## config.mk

```make
export PLATFORM = sky130hd
export DESIGN_NAME = dmi_core_req_queue
export DESIGN_NICKNAME = d
export VERILOG_FILES = /design/src/rtl/dmi_core_req_queue.sv
export SDC_FILE = /design/constraint.sdc
export NUM_CORES = 1
export LEC_CHECK = 0
export CAP_MARGIN = 20
export CORE_MARGIN = 1
export CORE_UTILIZATION = 40
export DETAILED_ROUTE_END_ITERATION = 8
export PLACE_DENSITY = 0.64
export SYNTH_ARGS = -nofsm -noshare
export SYNTH_HDL_FRONTEND = slang
export SYNTH_SLANG_ARGS = --single-unit
```

## constraint.sdc

```tcl
create_clock -name core_clk -period 7.48 [get_ports core_clk]
set_input_delay 1.122 -clock core_clk [delete_from_list [all_inputs] [get_ports core_clk]]
set_output_delay 1.122 -clock core_clk [all_outputs]
set_load 0.03 [all_outputs]
```

## src/rtl/dmi_core_req_queue.sv

```systemverilog
// dmi_core_req_queue
//   Core-clock DMI request queue. Already-synchronised DMI request pulses are
//   buffered in a DEPTH-entry FIFO and issued one at a time to the debug
//   module over a valid/ready request channel. The matching response comes
//   back as a one-cycle valid pulse. A sticky DMI op status
//   (00 ok, 10 failed, 11 busy/overflow) is kept until dmireset.
//
// Optional build macro: DMI_RSP_TIMEOUT_EN
//   When defined, a transaction whose response does not arrive within
//   TIMEOUT cycles of entering WAIT_RSP is completed as failed.
//   When undefined, WAIT_RSP waits indefinitely and TIMEOUT is ignored.
//
// Ports
//   core_clk, core_rst_n   : clock, synchronous active-low reset
//   dmireset               : pulse; flushes queue, clears sticky status
//   req_valid/wr/addr/wdata: incoming DMI request pulse
//   dm_req_*               : request to debug module (valid/ready)
//   dm_rsp_valid/data/err  : response pulse from debug module
//   rd_data                : last successful read data
//   rsp_done               : one-cycle pulse per completed transaction
//   opcod                  : registered DMI op status
//   busy                   : queue non-empty or transaction in flight
//   fifo_count             : current FIFO occupancy
module dmi_core_req_queue #(
  parameter int AW      = 7,
  parameter int DW      = 32,
  parameter int DEPTH   = 4,
  parameter int TIMEOUT = 1024
) (
  input  logic                       core_clk,
  input  logic                       core_rst_n,
  input  logic                       dmireset,
  input  logic                       req_valid,
  input  logic                       req_wr,
  input  logic [AW-1:0]              req_addr,
  input  logic [DW-1:0]              req_wdata,
  output logic                       dm_req_valid,
  output logic                       dm_req_wr,
  output logic [AW-1:0]              dm_req_addr,
  output logic [DW-1:0]              dm_req_wdata,
  input  logic                       dm_req_ready,
  input  logic                       dm_rsp_valid,
  input  logic [DW-1:0]              dm_rsp_data,
  input  logic                       dm_rsp_err,
  output logic [DW-1:0]              rd_data,
  output logic                       rsp_done,
  output logic [1:0]                 opcod,
  output logic                       busy,
  output logic [$clog2(DEPTH):0]     fifo_count
);

  localparam int PW = $clog2(DEPTH);
  localparam int CW = PW + 1;
  localparam int EW = 1 + AW + DW;

  localparam logic [1:0] ST_OK   = 2'b00;
  localparam logic [1:0] ST_FAIL = 2'b10;
  localparam logic [1:0] ST_BUSY = 2'b11;

  typedef enum logic [1:0] {
    S_IDLE     = 2'd0,
    S_ISSUE    = 2'd1,
    S_WAIT_RSP = 2'd2
  } state_e;

  // Control state (reset)
  state_e          state_q, state_d;
  logic [CW-1:0]   wr_ptr_q, wr_ptr_d;
  logic [CW-1:0]   rd_ptr_q, rd_ptr_d;
  logic            issue_live_q, issue_live_d;
  logic [1:0]      sticky_q, sticky_d;
  logic [1:0]      opcod_q, opcod_d;
  logic [DW-1:0]   rd_data_q, rd_data_d;
  logic            rsp_done_q, rsp_done_d;

  // Datapath storage (no reset; only observed when qualified by control)
  logic [EW-1:0]   mem_q [DEPTH];
  logic [EW-1:0]   mem_d [DEPTH];
  logic            issue_wr_q, issue_wr_d;
  logic [AW-1:0]   issue_addr_q, issue_addr_d;
  logic [DW-1:0]   issue_wdata_q, issue_wdata_d;

  logic [CW-1:0]   count;
  logic            full;
  logic            empty;
  logic            push;
  logic            overflow;
  logic            pop;
  logic            rsp_take;
  logic            timeout;
  logic            err_evt;
  logic [EW-1:0]   head;

  assign count = wr_ptr_q - rd_ptr_q;
  assign full  = (count == CW'(DEPTH));
  assign empty = (count == '0);
  assign head  = mem_q[rd_ptr_q[PW-1:0]];

  // Requests are only accepted while status is clean; dmireset drops a
  // same-cycle request.
  assign push     = req_valid && !dmireset && (sticky_q == ST_OK) && !full;
  assign overflow = req_valid && !dmireset && (sticky_q == ST_OK) && full;

  // issue_live_q guards against popping an entry that a dmireset already
  // flushed while the request was being presented.
  assign pop      = (state_q == S_ISSUE) && dm_req_ready && issue_live_q && !dmireset;
  assign rsp_take = (state_q == S_WAIT_RSP) && dm_rsp_valid;

`ifdef DMI_RSP_TIMEOUT_EN
  localparam int TW = $clog2(TIMEOUT) + 1;
  localparam logic [TW-1:0] TMO_LAST = TW'(TIMEOUT - 1);

  logic [TW-1:0] tmo_cnt_q, tmo_cnt_d;

  // A response in the same cycle as the timeout takes precedence.
  assign timeout = (state_q == S_WAIT_RSP) && !dm_rsp_valid && (tmo_cnt_q == TMO_LAST);

  always_comb begin
    tmo_cnt_d = tmo_cnt_q;
    if ((state_q == S_ISSUE) && dm_req_ready) begin
      tmo_cnt_d = '0;
    end else if (state_q == S_WAIT_RSP) begin
      tmo_cnt_d = tmo_cnt_q + 1'b1;
    end
  end

  always_ff @(posedge core_clk) begin
    if (!core_rst_n) begin
      tmo_cnt_q <= '0;
    end else begin
      tmo_cnt_q <= tmo_cnt_d;
    end
  end
`else
  logic unused_timeout;
  assign unused_timeout = (TIMEOUT != 0);
  assign timeout        = 1'b0;
`endif

  assign err_evt = (rsp_take && dm_rsp_err) || timeout;

  // ---- next-state: FIFO, FSM, status ----
  always_comb begin
    state_d       = state_q;
    wr_ptr_d      = wr_ptr_q;
    rd_ptr_d      = rd_ptr_q;
    issue_live_d  = issue_live_q;
    issue_wr_d    = issue_wr_q;
    issue_addr_d  = issue_addr_q;
    issue_wdata_d = issue_wdata_q;
    rd_data_d     = rd_data_q;
    rsp_done_d    = 1'b0;
    mem_d         = mem_q;

    if (push) begin
      mem_d[wr_ptr_q[PW-1:0]] = {req_wr, req_addr, req_wdata};
    end

    if (dmireset) begin
      wr_ptr_d = rd_ptr_q;
    end else begin
      if (push) wr_ptr_d = wr_ptr_q + 1'b1;
      if (pop)  rd_ptr_d = rd_ptr_q + 1'b1;
    end

    unique case (state_q)
      S_IDLE: begin
        if (!empty && !dmireset) begin
          state_d       = S_ISSUE;
          issue_live_d  = 1'b1;
          issue_wr_d    = head[EW-1];
          issue_addr_d  = head[DW +: AW];
          issue_wdata_d = head[DW-1:0];
        end
      end
      S_ISSUE: begin
        if (dm_req_ready) begin
          state_d      = S_WAIT_RSP;
          issue_live_d = 1'b0;
        end
      end
      S_WAIT_RSP: begin
        if (rsp_take) begin
          state_d    = S_IDLE;
          rsp_done_d = 1'b1;
          if (!issue_wr_q && !dm_rsp_err) begin
            rd_data_d = dm_rsp_data;
          end
        end else if (timeout) begin
          state_d    = S_IDLE;
          rsp_done_d = 1'b1;
        end
      end
      default: begin
        state_d = S_IDLE;
      end
    endcase

    if (dmireset) begin
      issue_live_d = 1'b0;
    end

    // First error wins: a nonzero sticky value is never overwritten. An
    // in-flight completion may re-set it right after a dmireset.
    sticky_d = dmireset ? ST_OK : sticky_q;
    if (overflow) begin
      sticky_d = ST_BUSY;
    end
    if (err_evt && (sticky_d == ST_OK)) begin
      sticky_d = ST_FAIL;
    end

    if (sticky_q != ST_OK) begin
      opcod_d = sticky_q;
    end else if (busy) begin
      opcod_d = ST_BUSY;
    end else begin
      opcod_d = ST_OK;
    end
  end

  // ---- register stage: control ----
  always_ff @(posedge core_clk) begin
    if (!core_rst_n) begin
      state_q      <= S_IDLE;
      wr_ptr_q     <= '0;
      rd_ptr_q     <= '0;
      issue_live_q <= 1'b0;
      sticky_q     <= ST_OK;
      opcod_q      <= ST_OK;
      rd_data_q    <= '0;
      rsp_done_q   <= 1'b0;
    end else begin
      state_q      <= state_d;
      wr_ptr_q     <= wr_ptr_d;
      rd_ptr_q     <= rd_ptr_d;
      issue_live_q <= issue_live_d;
      sticky_q     <= sticky_d;
      opcod_q      <= opcod_d;
      rd_data_q    <= rd_data_d;
      rsp_done_q   <= rsp_done_d;
    end
  end

  // ---- register stage: data ----
  always_ff @(posedge core_clk) begin
    mem_q         <= mem_d;
    issue_wr_q    <= issue_wr_d;
    issue_addr_q  <= issue_addr_d;
    issue_wdata_q <= issue_wdata_d;
  end

  // Request fields are forced to zero outside ISSUE so that nothing stale
  // (or unreset) is visible on the debug-module interface.
  assign dm_req_valid = (state_q == S_ISSUE);
  assign dm_req_wr    = dm_req_valid && issue_wr_q;
  assign dm_req_addr  = dm_req_valid ? issue_addr_q  : '0;
  assign dm_req_wdata = dm_req_valid ? issue_wdata_q : '0;

  assign busy       = (state_q != S_IDLE) || !empty;
  assign fifo_count = count;
  assign rd_data    = rd_data_q;
  assign rsp_done   = rsp_done_q;
  assign opcod      = opcod_q;

endmodule

```

==> results of run 1 <==
==> cell families after synthesis <==
kind of cell / Yosys count
DFF: 246
AOI/OAI and AO/OA: 53
adders and majority gates: 7
xor gates and xnor gates: 5
and+or+nand+nor: 136
buffers and inverters: 39
muxes: 41
==> routing by layer <==
metal	track usage, %	vias to the layer above	part of all wire (%)
li1	-	2319	-
met1	18.47	2470	42
met2	27.12	169	50
met3	3.523	33	6.2
met4	4.333	0	2.4
met5	0	-	0
==> layout make-up <==
class	instances	share of cell area (%)
repair buffers	166	13.72
clock inverters	12	1.056
multi-input cells	242	17.91
inverters	12	0.3764
well taps	285	2.980
clock buffers	37	6.043
flip-flops and latches	246	57.92
==> registers in the layout, indices dropped and copies added, names as in the netlist <==
| register | flops |
|---|---|
| wr_ptr_q | 3 |
| rd_data | 32 |
| sticky_q | 2 |
| issue_wdata_q | 32 |
| issue_addr_q | 7 |
| rsp_done | 1 |
| mem_q | 160 |
| opcod | 2 |
| issue_wr_q | 1 |
| rd_ptr_q | 3 |
| state_q | 2 |
| issue_live_q | 1 |
==> cells in the mapped netlist (2+ instances only) <==
master and instances:
dfxtp_1 46, nand4_1 2, a21oi_1 2, nor2b_1 4
xnor2_1 4, clkbuf_1 15, nor2_1 6, nand2_1 69
nand3_1 2, buf_2 12, mux4_2 40, ha_1 6
a21boi_1 9, a21boi_0 23, o21ai_0 7, nor3b_1 2
a31oi_1 3, edfxtp_1 200, inv_1 12, and2_1 47
==> layout by cell type (no fill, tap or decap), drive strengths merged <==
cell             n
and2            47
nand2           69
nor3             1
xnor3            1
buf              8
nor2             6
a21boi          32
or3              1
mux2i            1
xnor2            4
a31oi            3
a311o            1
nor4             1
nand3b           1
o211ai           1
edfxtp         200
o31ai            1
mux4            40
fa               1
nand3            2
clkdlybuf4s50  158
o21ba            1
clkbuf          37
nor3b            2
a21oi            2
nor2b            4
a221oi           1
dfxtp           46
o21a             1
clkinv           8
a22oi            1
bufinv           2
inv             14
a211oi           1
nand4            2
ha               6
o21ai            8
==> worst register-to-register path: cells and delay by family, from the launching register on <==
| family | cells | cell delay, ns |
|---|---|---|
| AO/OA/AOI/OAI | 1 | 0.09 |
| flip-flops | 1 | 0.95 |
| buffers and inverters | 1 | 0.52 |
| AND/OR/NAND/NOR | 3 | 0.63 |
| adder cells (fa/ha/maj) | 2 | 0.74 |
==> metrics by stage <==
step,std cells,power (mW)
final,1000,2.969
after global routing,1000,3.074
after CTS,1000,3.007
after detailed placement,951,1.743
after global placement,951,1.737
after floorplan,527,1.641
==> power by group through the flow <==
stage	Sequential (mW)	Combinational (mW)	Clock [mW]
global placement	1.56	0.180	0
detailed placement	1.56	0.184	0
global route	1.53	0.195	1.35
finish	1.53	0.182	1.26
floorplan	1.56	0.0805	0
CTS	1.53	0.185	1.29
==> how the worst max path moves through the flow <==
stage / endpoint / slack (ns) / cells after the start
finish: busy / 3.02 / 6
global route: busy / 2.74 / 6
CTS: busy / 2.90 / 6
detailed placement: busy / 3.46 / 6
global placement: busy / 3.52 / 6
floorplan: issue_addr_q[0] / 1.44 / 7
==> out/qor.yml, run 1 <==
fin_tns_setup_ns: 0
multi_input_area_um2: 2143
clk_latency_ns: 0.53
grt_max_degree: 47
required_ns: 6.36
utilization_pct: 52.86
cts_tree: "done"
hold_end: "rd_data[26]"
worst_slack_ns: 3.018
ios: 159
core_area_um2: 22640
worst_pin_slew_ns: 0.9782
start_util_pct: 40.69
r2r-end: "mem_q[96]"
synthSimpleGateAreaFrac_pct: 7.252
ff2ff_setup_slack_ns: 4.17
min_path_type: "reg2reg"
combPwrFrac_pct: 6.1
async_flop_share_pct: 0
fillers: 1840
cp-startpoint: "rd_ptr_q[0]"
synth_fa_ha_area_share_pct: 1.032
worst_setup_path_end_kind: "output port"
synth_xor_area_share_pct: 0.6383
clkPwrFrac_pct: 42.4
final_nets: 781
switchingPower_uw: 615.9
syn_area_um2: 9213
cpMostUsedCell: "nand2_1"
numPortBuffers: 158
drt_drc_violations_left: 0
placed_area_um2: 11120
cp-start-kind: "flop"
muxShareOfSynthArea_pct: 9.887
whs_path_depth: 2
period_minus_slack_ns: 4.462
fin_area_um2: 11970
power.internal_mw: 2.353
syn_area_per_cell_um2: 17.48
post_cts_resized: 0
ys_ff_latch: 246
cts-buffers-inserted: 27
overflow: 0
synth_edf_count: 200
cp_slowest_cell: "dfxtp_4"
worstRegToRegCells: 7
hold_start: "rd_data[26]"
p_leak_nw: 3.884
cpPeakStageDelay_ns: 0.95
num_vias: 4991
cts.clk_slew.worst_paths_ns: 0.06
htreeDepth: 1
diodes: 0
fmax_mhz: 224.1
arrival_ns: 3.34
r2r_start: "rd_ptr_q[0]"
dr.first_iter.drc_count: 214
status: "finished, final reports clean"
clk_path_buf_depth: 3
cp_max_fo: 44
power.density_nw_per_um2: 248.1
setup_viol: 0
routabilityCongestion: 0.7846
wire_per_inst_um: 17.79
worst-path-buf-inv: 1
synth_top_area_share_pct: 65.19
grt_pass1_wl_um: 28020
cts-root-buf: "clkbuf_16"
rows: 55
vias_per_cell: 4.991
totalWireLength_um: 17790
drv_cap: 0
vdd_ir_drop_max_mv: 0.2273
syn_to_final_growth_pct: 29.91
maxSlewHeadroom_pct: 34.79
ys.flop_type: "edfxtp_1"
crit_family: "flip-flops"
dp_slack_ns: 3.464
critical_path_class: "reg2out"
synth_cell_types: 36
finalCritPeriodShare_pct: 59.65
yosys_warnings: 0
rsz0062_at_grt: "no"
synth_compound_area_share_pct: 4.251
post-dp-hpwl_um: 10670
dr.pass1.iters: 6
grt_pass1_vias: 5363
grt_use_total_pct: 15.23
die_x_um: 153.8
synth-seq-area-share_pct: 75.19
regArea_um2: 6932
clock_sinks: 246
swShare_pct: 20.74
seqPwrFrac_pct: 51.5
yosys.area.top_type: "edfxtp_1"
hold_violations: 0
synth_nets: 613
drive_above_1_share_pct: 13.43
post-cts-setup-buffers: 0
syn_inst: 527
worstPathCellList: "ha_1 > fa_1 > nand2_1 > nor2_1 > nand2_1 > clkdlybuf4s50_1"
fin_worst_skew_ns: 0.01048
synth_top_family_by_area: "multiplexers"
hold_buffers: 0
antenna_found_initial: 0
drv_slew: 0
synth_area_leaders: "edfxtp_1, dfxtp_1, mux4_2"
die_y_um: 153.8
hold_ws_ns: 0.4582
drtAntennaViolNets: 0
die-area_um2: 23640
Power figures use the tool's default switching activity.
==> run 2: changes to the inputs <==
--- a/config.mk
+++ b/config.mk
@@ -9,7 +9,7 @@
 export CORE_MARGIN = 1
 export CORE_UTILIZATION = 40
 export DETAILED_ROUTE_END_ITERATION = 8
-export PLACE_DENSITY = 0.64
+export PLACE_DENSITY = 0.67
 export SYNTH_ARGS = -nofsm -noshare
 export SYNTH_HDL_FRONTEND = slang
 export SYNTH_SLANG_ARGS = --single-unit
==> constraint.sdc (replaced) <==
create_clock -name core_clk -period 3.65 [get_ports core_clk]
set_input_delay 0.5475 -clock core_clk [delete_from_list [all_inputs] [get_ports core_clk]]
set_output_delay 0.5475 -clock core_clk [all_outputs]
set_load 0.03 [all_outputs]
==> run 2 against run 1 <==
Power up 98%. Global-route usage up 0.68 points. Clock-buffer cell count down 3. Non-clock buffer count up 3. Via count up 0.64%. Largest power group unchanged. Setup slack worse by 2.7 ns. Wire length up 3.1%. Combinational power up 110%. Register-to-register slack worse by 3.3 ns.
==> out/qor.yml, run 2 (synthesized netlist as in run 1, its figures left out) <==
regArea_um2: 6932  # unchanged
p_leak_nw: 3.896  # was 3.884 nW
cp_max_fo: 28  # was 44
drv_cap: 0  # unchanged
largest_register: "mem_q"  # unchanged
clk_latency_ns: 0.53  # about the same
drive_above_1_share_pct: 14.39  # was 13.43%
worstPathCellList: "nor2b_4 > buf_4 > and2_1 > clkdlybuf4s50_1"  # was ha_1 > fa_1 > nand2_1 > nor2_1 > nand2_1 > clkdlybuf4s50_1
min_path_type: "reg2reg"  # unchanged
core_area_um2: 22640  # unchanged
cp_slowest_cell: "clkdlybuf4s50_1"  # was dfxtp_4
fin_cells: 1001  # was 1000
numPortBuffers: 158  # unchanged
worst_slack_ns: 0.3063  # was 3.018 ns
diodes: 0  # unchanged
vias_per_cell: 5.018  # was 4.991
arrival_ns: 2.80  # was 3.34 ns
mostFrequentLayoutCell: "edfxtp_1"  # unchanged
worst_pin_slew_ns: 0.9757  # was 0.9782 ns
cts_tree: "done"  # unchanged
worst-path-buf-inv: 2  # was 1
power.density_nw_per_um2: 491.8  # was 248.1 nW/um^2
drtAntennaViolNets: 0  # unchanged
vdd_ir_drop_max_mv: 0.3776  # was 0.2273 mV
period_minus_slack_ns: 3.344
route.met3.wl_um: 1252  # was 1109 um
dp_slack_ns: 0.6880  # was 3.464 ns
overflow: 0  # unchanged
clock_sinks: 246  # unchanged
die_x_um: 153.8  # unchanged
cts-root-buf: "clkbuf_16"  # unchanged
rows: 55  # unchanged
wire_per_inst_um: 18.32  # was 17.79 um
m1WireLength_um: 7661  # was 7433 um
totalWireLength_um: 18340  # was 17790 um
status: "finished, final reports clean"  # unchanged
cts.clk_slew.worst_paths_ns: 0.06  # about the same
ios: 159  # unchanged
swShare_pct: 21.32  # was 20.74%
post-cts-setup-buffers: 0  # unchanged
grt_max_degree: 44  # was 47
cpPeakStageDelay_ns: 0.67  # was 0.95 ns
dpl.cell_count: 954  # was 951
final_nets: 783  # was 781
utilization_pct: 52.94  # was 52.86%
die_y_um: 153.8  # unchanged
worst_setup_path_end_kind: "output port"  # unchanged
multi_input_area_um2: 2152  # was 2143 um^2
power.internal_mw: 4.638  # was 2.353 mW
num_vias: 5023  # was 4991
drv_slew: 0  # unchanged
cp-start-kind: "flop"  # unchanged
required_ns: 3.10  # was 6.36 ns
placed_area_um2: 11200  # was 11120 um^2
dr.pass1.iters: 4  # was 6
fin_tns_setup_ns: 0  # unchanged
top_layer_used: "met5"  # was met4
hold_buffers: 0  # unchanged
largest_reg_flops: 160  # unchanged
finalCritPeriodShare_pct: 91.61
die-area_um2: 23640  # unchanged
critical_path_class: "reg2out"  # unchanged
drt_drc_violations_left: 0  # unchanged
antenna_found_initial: 1  # was 0
syn_to_final_growth_pct: 30.10  # was 29.91%
fillers: 1786  # was 1840
setup_viol: 0  # unchanged
combPwrFrac_pct: 6.5  # was 6.1%
cts-buffers-inserted: 26  # was 27
seqPwrFrac_pct: 53.2  # was 51.5%
fin_area_um2: 11990  # was 11970 um^2
rsz0062_at_grt: "no"  # unchanged
post-dp-hpwl_um: 11190  # was 10670 um
switchingPower_mw: 1.256  # was 615.9 uW
crit_family: "buffers and inverters"  # was flip-flops
dr.first_iter.drc_count: 257  # was 214
clkPwrFrac_pct: 40.3  # was 42.4%
grt_pass1_vias: 5353  # was 5363
hold_violations: 0  # unchanged
start_util_pct: 40.69  # unchanged
fmax_mhz: 299.1
clk_path_buf_depth: 3  # unchanged
grt_pass1_wl_um: 29190  # was 28020 um
htreeDepth: 1  # unchanged
final_cell_mix: "edfxtp_1, clkdlybuf4s50_1, nand2_1"  # unchanged
wl_met2_um: 9051  # was 8808 um
fin_worst_skew_ns: 0.01493  # was 0.01048 ns
maxSlewHeadroom_pct: 34.96  # was 34.79%
routabilityCongestion: 0.7456  # was 0.7846
grt_use_total_pct: 15.92  # was 15.23%
post_cts_resized: 0  # unchanged
==> run 2: stage by stage <==
step	power [mW]	hold slack, ns
global route	6.106	0.4887
finish	5.894	0.4531
detailed placement	3.585	0.4543
global placement	3.571	0.4442
CTS	5.962	0.4619
floorplan	3.362	0.4628
==> run 2: area by class of cell <==
cell class | instances | share of cell area [%]
repair buffers | 169 | 14.32
flip-flops and latches | 246 | 57.84
clock inverters | 13 | 0.7621
clock buffers | 34 | 5.773
well taps | 285 | 2.975
inverters | 12 | 0.3758
multi-input cells | 242 | 17.96
==> run 2: power by group through the flow <==
stage	logic [mW]	clock network, mW	registers [mW]
after floorplan	0.167	0	3.20
after global placement	0.381	0	3.19
after detailed placement	0.391	0	3.19
after CTS	0.393	2.43	3.14
after global routing	0.415	2.55	3.14
final	0.385	2.37	3.13
==> run 2: final timing paths <==
kind | slack, ns | endpoint | from | cells after the start
worst max register to register | 0.87 | issue_wdata_q[17] | wr_ptr_q[0] | 9
worst min-delay path | 0.45 | rd_data[24] | rd_data[24] | 2
worst min register to register | 0.45 | rd_data[24] | rd_data[24] | 2
worst max-delay path | 0.31 | dm_req_wr | state_q[0] | 4
==> run 2: worst register-to-register path: cells and delay by family (launching register included) <==
kind	cells	cell delay [ns]
buffers and inverters	4	0.95
adders and majority gates	2	0.61
DFF	1	0.37
xor gates and xnor gates	1	0.30
and+or+nand+nor	2	0.18
==> run 2: per-layer routing <==
layer / track usage, % / vias to the layer above
li1: - / 2316
met1: 19.90 / 2504
met2: 27.49 / 174
met3: 4.312 / 27
met4: 3.810 / 2
met5: 0 / -
==> run 3: changes to the inputs <==
--- a/config.mk
+++ b/config.mk
@@ -7,9 +7,10 @@
 export LEC_CHECK = 0
 export CAP_MARGIN = 20
 export CORE_MARGIN = 1
-export CORE_UTILIZATION = 40
+export CORE_UTILIZATION = 46
 export DETAILED_ROUTE_END_ITERATION = 8
-export PLACE_DENSITY = 0.67
+export PLACE_DENSITY = 0.75
+export REMOVE_ABC_BUFFERS = 1
 export SYNTH_ARGS = -nofsm -noshare
 export SYNTH_HDL_FRONTEND = slang
 export SYNTH_SLANG_ARGS = --single-unit
==> run 3 against run 2 <==
Cell count decreased by 1.6%. Core utilization rose by 8.5 points. Maximum frequency is 3.4% lower. Combinational power down 1%. Via count decreased by 0.26%. Register-to-register slack improved by 0.17 ns. Sequential power about the same. Clock skew fell by 0.0037 ns. Worst hold slack improved by 0.0065 ns. Non-clock buffer count increased by 4. Cell area about the same. Setup slack worse by 0.12 ns.
==> out/qor.yml, run 3 (synthesized netlist as in run 1, its figures left out) <==
status: "finished, final reports clean"  # unchanged
hold_buffers: 0  # unchanged
regArea_um2: 6932  # unchanged
min_path_type: "reg2reg"  # unchanged
cpMostUsedCell: "inv_1"
ios: 159  # unchanged
grt_use_total_pct: 17.97  # was 15.92%
final_cell_mix: "edfxtp_1, clkdlybuf4s50_1, nand2_1"  # unchanged
hold_violations: 0  # unchanged
drt_drc_violations_left: 0  # unchanged
maxSlewHeadroom_pct: 33.89  # was 34.96%
fillers: 1424  # was 1786
syn_to_final_growth_pct: 30.21  # was 30.10%
setup_viol: 0  # unchanged
overflow: 0  # unchanged
num_vias: 5010  # was 5023
finalCritPeriodShare_pct: 94.84  # was 91.61%
hold_ws_ns: 0.4596  # was 0.4531 ns
power.density_nw_per_um2: 507.0  # was 491.8 nW/um^2
die-area_um2: 20600  # was 23640 um^2
p_leak_nw: 3.909  # was 3.896 nW
grt_pass1_wl_um: 28020  # was 29190 um
drtAntennaViolNets: 0  # unchanged
clk_path_buf_depth: 3  # unchanged
worst_setup_path_end_kind: "output port"  # unchanged
cpPeakStageDelay_ns: 0.60  # was 0.67 ns
critical_path_class: "reg2out"  # unchanged
post-cts-setup-buffers: 0  # unchanged
rows: 51  # was 55
period_minus_slack_ns: 3.462  # was 3.344 ns
start_util_pct: 47.18  # was 40.69%
drive_above_1_share_pct: 15.00  # was 14.39%
totalWireLength_um: 18250  # was 18340 um
required_ns: 3.10  # about the same
rsz0062_at_grt: "no"  # unchanged
grt_pass1_vias: 5216  # was 5353
fin_cells: 985  # was 1001
cts-buffers-inserted: 26  # unchanged
fin_worst_skew_ns: 0.01120  # was 0.01493 ns
die_x_um: 143.5  # was 153.8 um
drv_slew: 0  # unchanged
drv_cap: 0  # unchanged
vdd_ir_drop_max_mv: 0.4168  # was 0.3776 mV
clock_sinks: 246  # unchanged
cp_slowest_cell: "clkdlybuf4s50_1"  # unchanged
fmax_mhz: 288.9  # was 299.1 MHz
dr.pass1.iters: 4  # unchanged
post_cts_resized: 0  # unchanged
cts-root-buf: "clkbuf_16"  # unchanged
die_y_um: 143.5  # was 153.8 um
dr.first_iter.drc_count: 185  # was 257
cts.clk_slew.worst_paths_ns: 0.06  # about the same
grt_max_degree: 44  # unchanged
core_area_um2: 19530  # was 22640 um^2
routabilityCongestion: 0.7739  # was 0.7456
largest_register: "mem_q"  # unchanged
worstPathCellList: "inv_1 > ha_1 > fa_1 > xnor3_2 > inv_1 > nor2_2 > nand2_1 > clkdlybuf4s50_1"  # was nor2b_4 > buf_4 > and2_1 > clkdlybuf4s50_1
vias_per_cell: 5.086  # was 5.018
htreeDepth: 1  # unchanged
largest_reg_flops: 160  # unchanged
worst_pin_slew_ns: 0.9917  # was 0.9757 ns
numPortBuffers: 158  # unchanged
final_nets: 787  # was 783
clk_latency_ns: 0.53  # about the same
cts_tree: "done"  # unchanged
dpl.cell_count: 938  # was 954
antenna_found_initial: 1  # unchanged
multi_input_area_um2: 2146  # was 2152 um^2
wire_per_inst_um: 18.53  # was 18.32 um
cp-start-kind: "flop"  # unchanged
arrival_ns: 2.91  # was 2.80 ns
mostFrequentLayoutCell: "edfxtp_1"  # unchanged
diodes: 0  # unchanged
cp_max_fo: 6  # was 28
post-dp-hpwl_um: 11640  # was 11190 um
[run 3: area by class of cell]
| class | instances | share of cell area, % |
|---|---|---|
| tap | 265 | 2.764 |
| inverter | 12 | 0.3755 |
| sequential | 246 | 57.79 |
| clock inverter | 17 | 1.512 |
| multi-input combinational | 242 | 17.89 |
| clock buffer | 30 | 5.549 |
| timing repair buffer | 173 | 14.12 |
[run 3: final timing paths]
path                            end  slack, ns  depth (start not counted)         from
setup / recovery               busy       0.19                          8  wr_ptr_q[0]
hold / removal          rd_data[26]       0.46                          2  rd_data[26]
setup reg to reg  issue_wdata_q[27]       1.04                          8  wr_ptr_q[0]
hold reg to reg         rd_data[26]       0.46                          2  rd_data[26]
[run 3: where the power goes]
group          internal [mW]  switching [mW]  leakage [nW]
clock network           1.52            1.04         0.403
logic                  0.180           0.199          1.31
registers               3.11          0.0228          2.20
[run 3: metal layers]
metal  global-route usage [%]  vias up  routed length, um
met2                    31.40      191               9068
met1                    21.94     2451               7247
li1                         -     2338                  -
met4                    4.255        2                267
met3                    5.232       28               1654
met5                        0        -                 13
[run 3: worst max-delay path: cells and delay by family, from the launching register on]
kind	cells	cell delay, ns
xor+xnor	1	0.31
fa+ha+maj	2	0.60
flops	1	0.36
simple gates	2	0.34
buf+inv	3	0.79
[run 3: metrics by stage]
stage               util [%]  power, mW  setup TNS, ns  worst slack, ns  cell area, um^2
floorplan                  -      3.355        -285.38           -3.830             9096
global placement       57.08      3.564              0           0.7127            11150
detailed placement     57.08      3.574              0           0.6048            11150
CTS                    61.42      6.141              0          0.05090            11990
global route           61.43      6.294              0          0.06745            12000
finish                 61.43      6.082              0           0.1882            12000
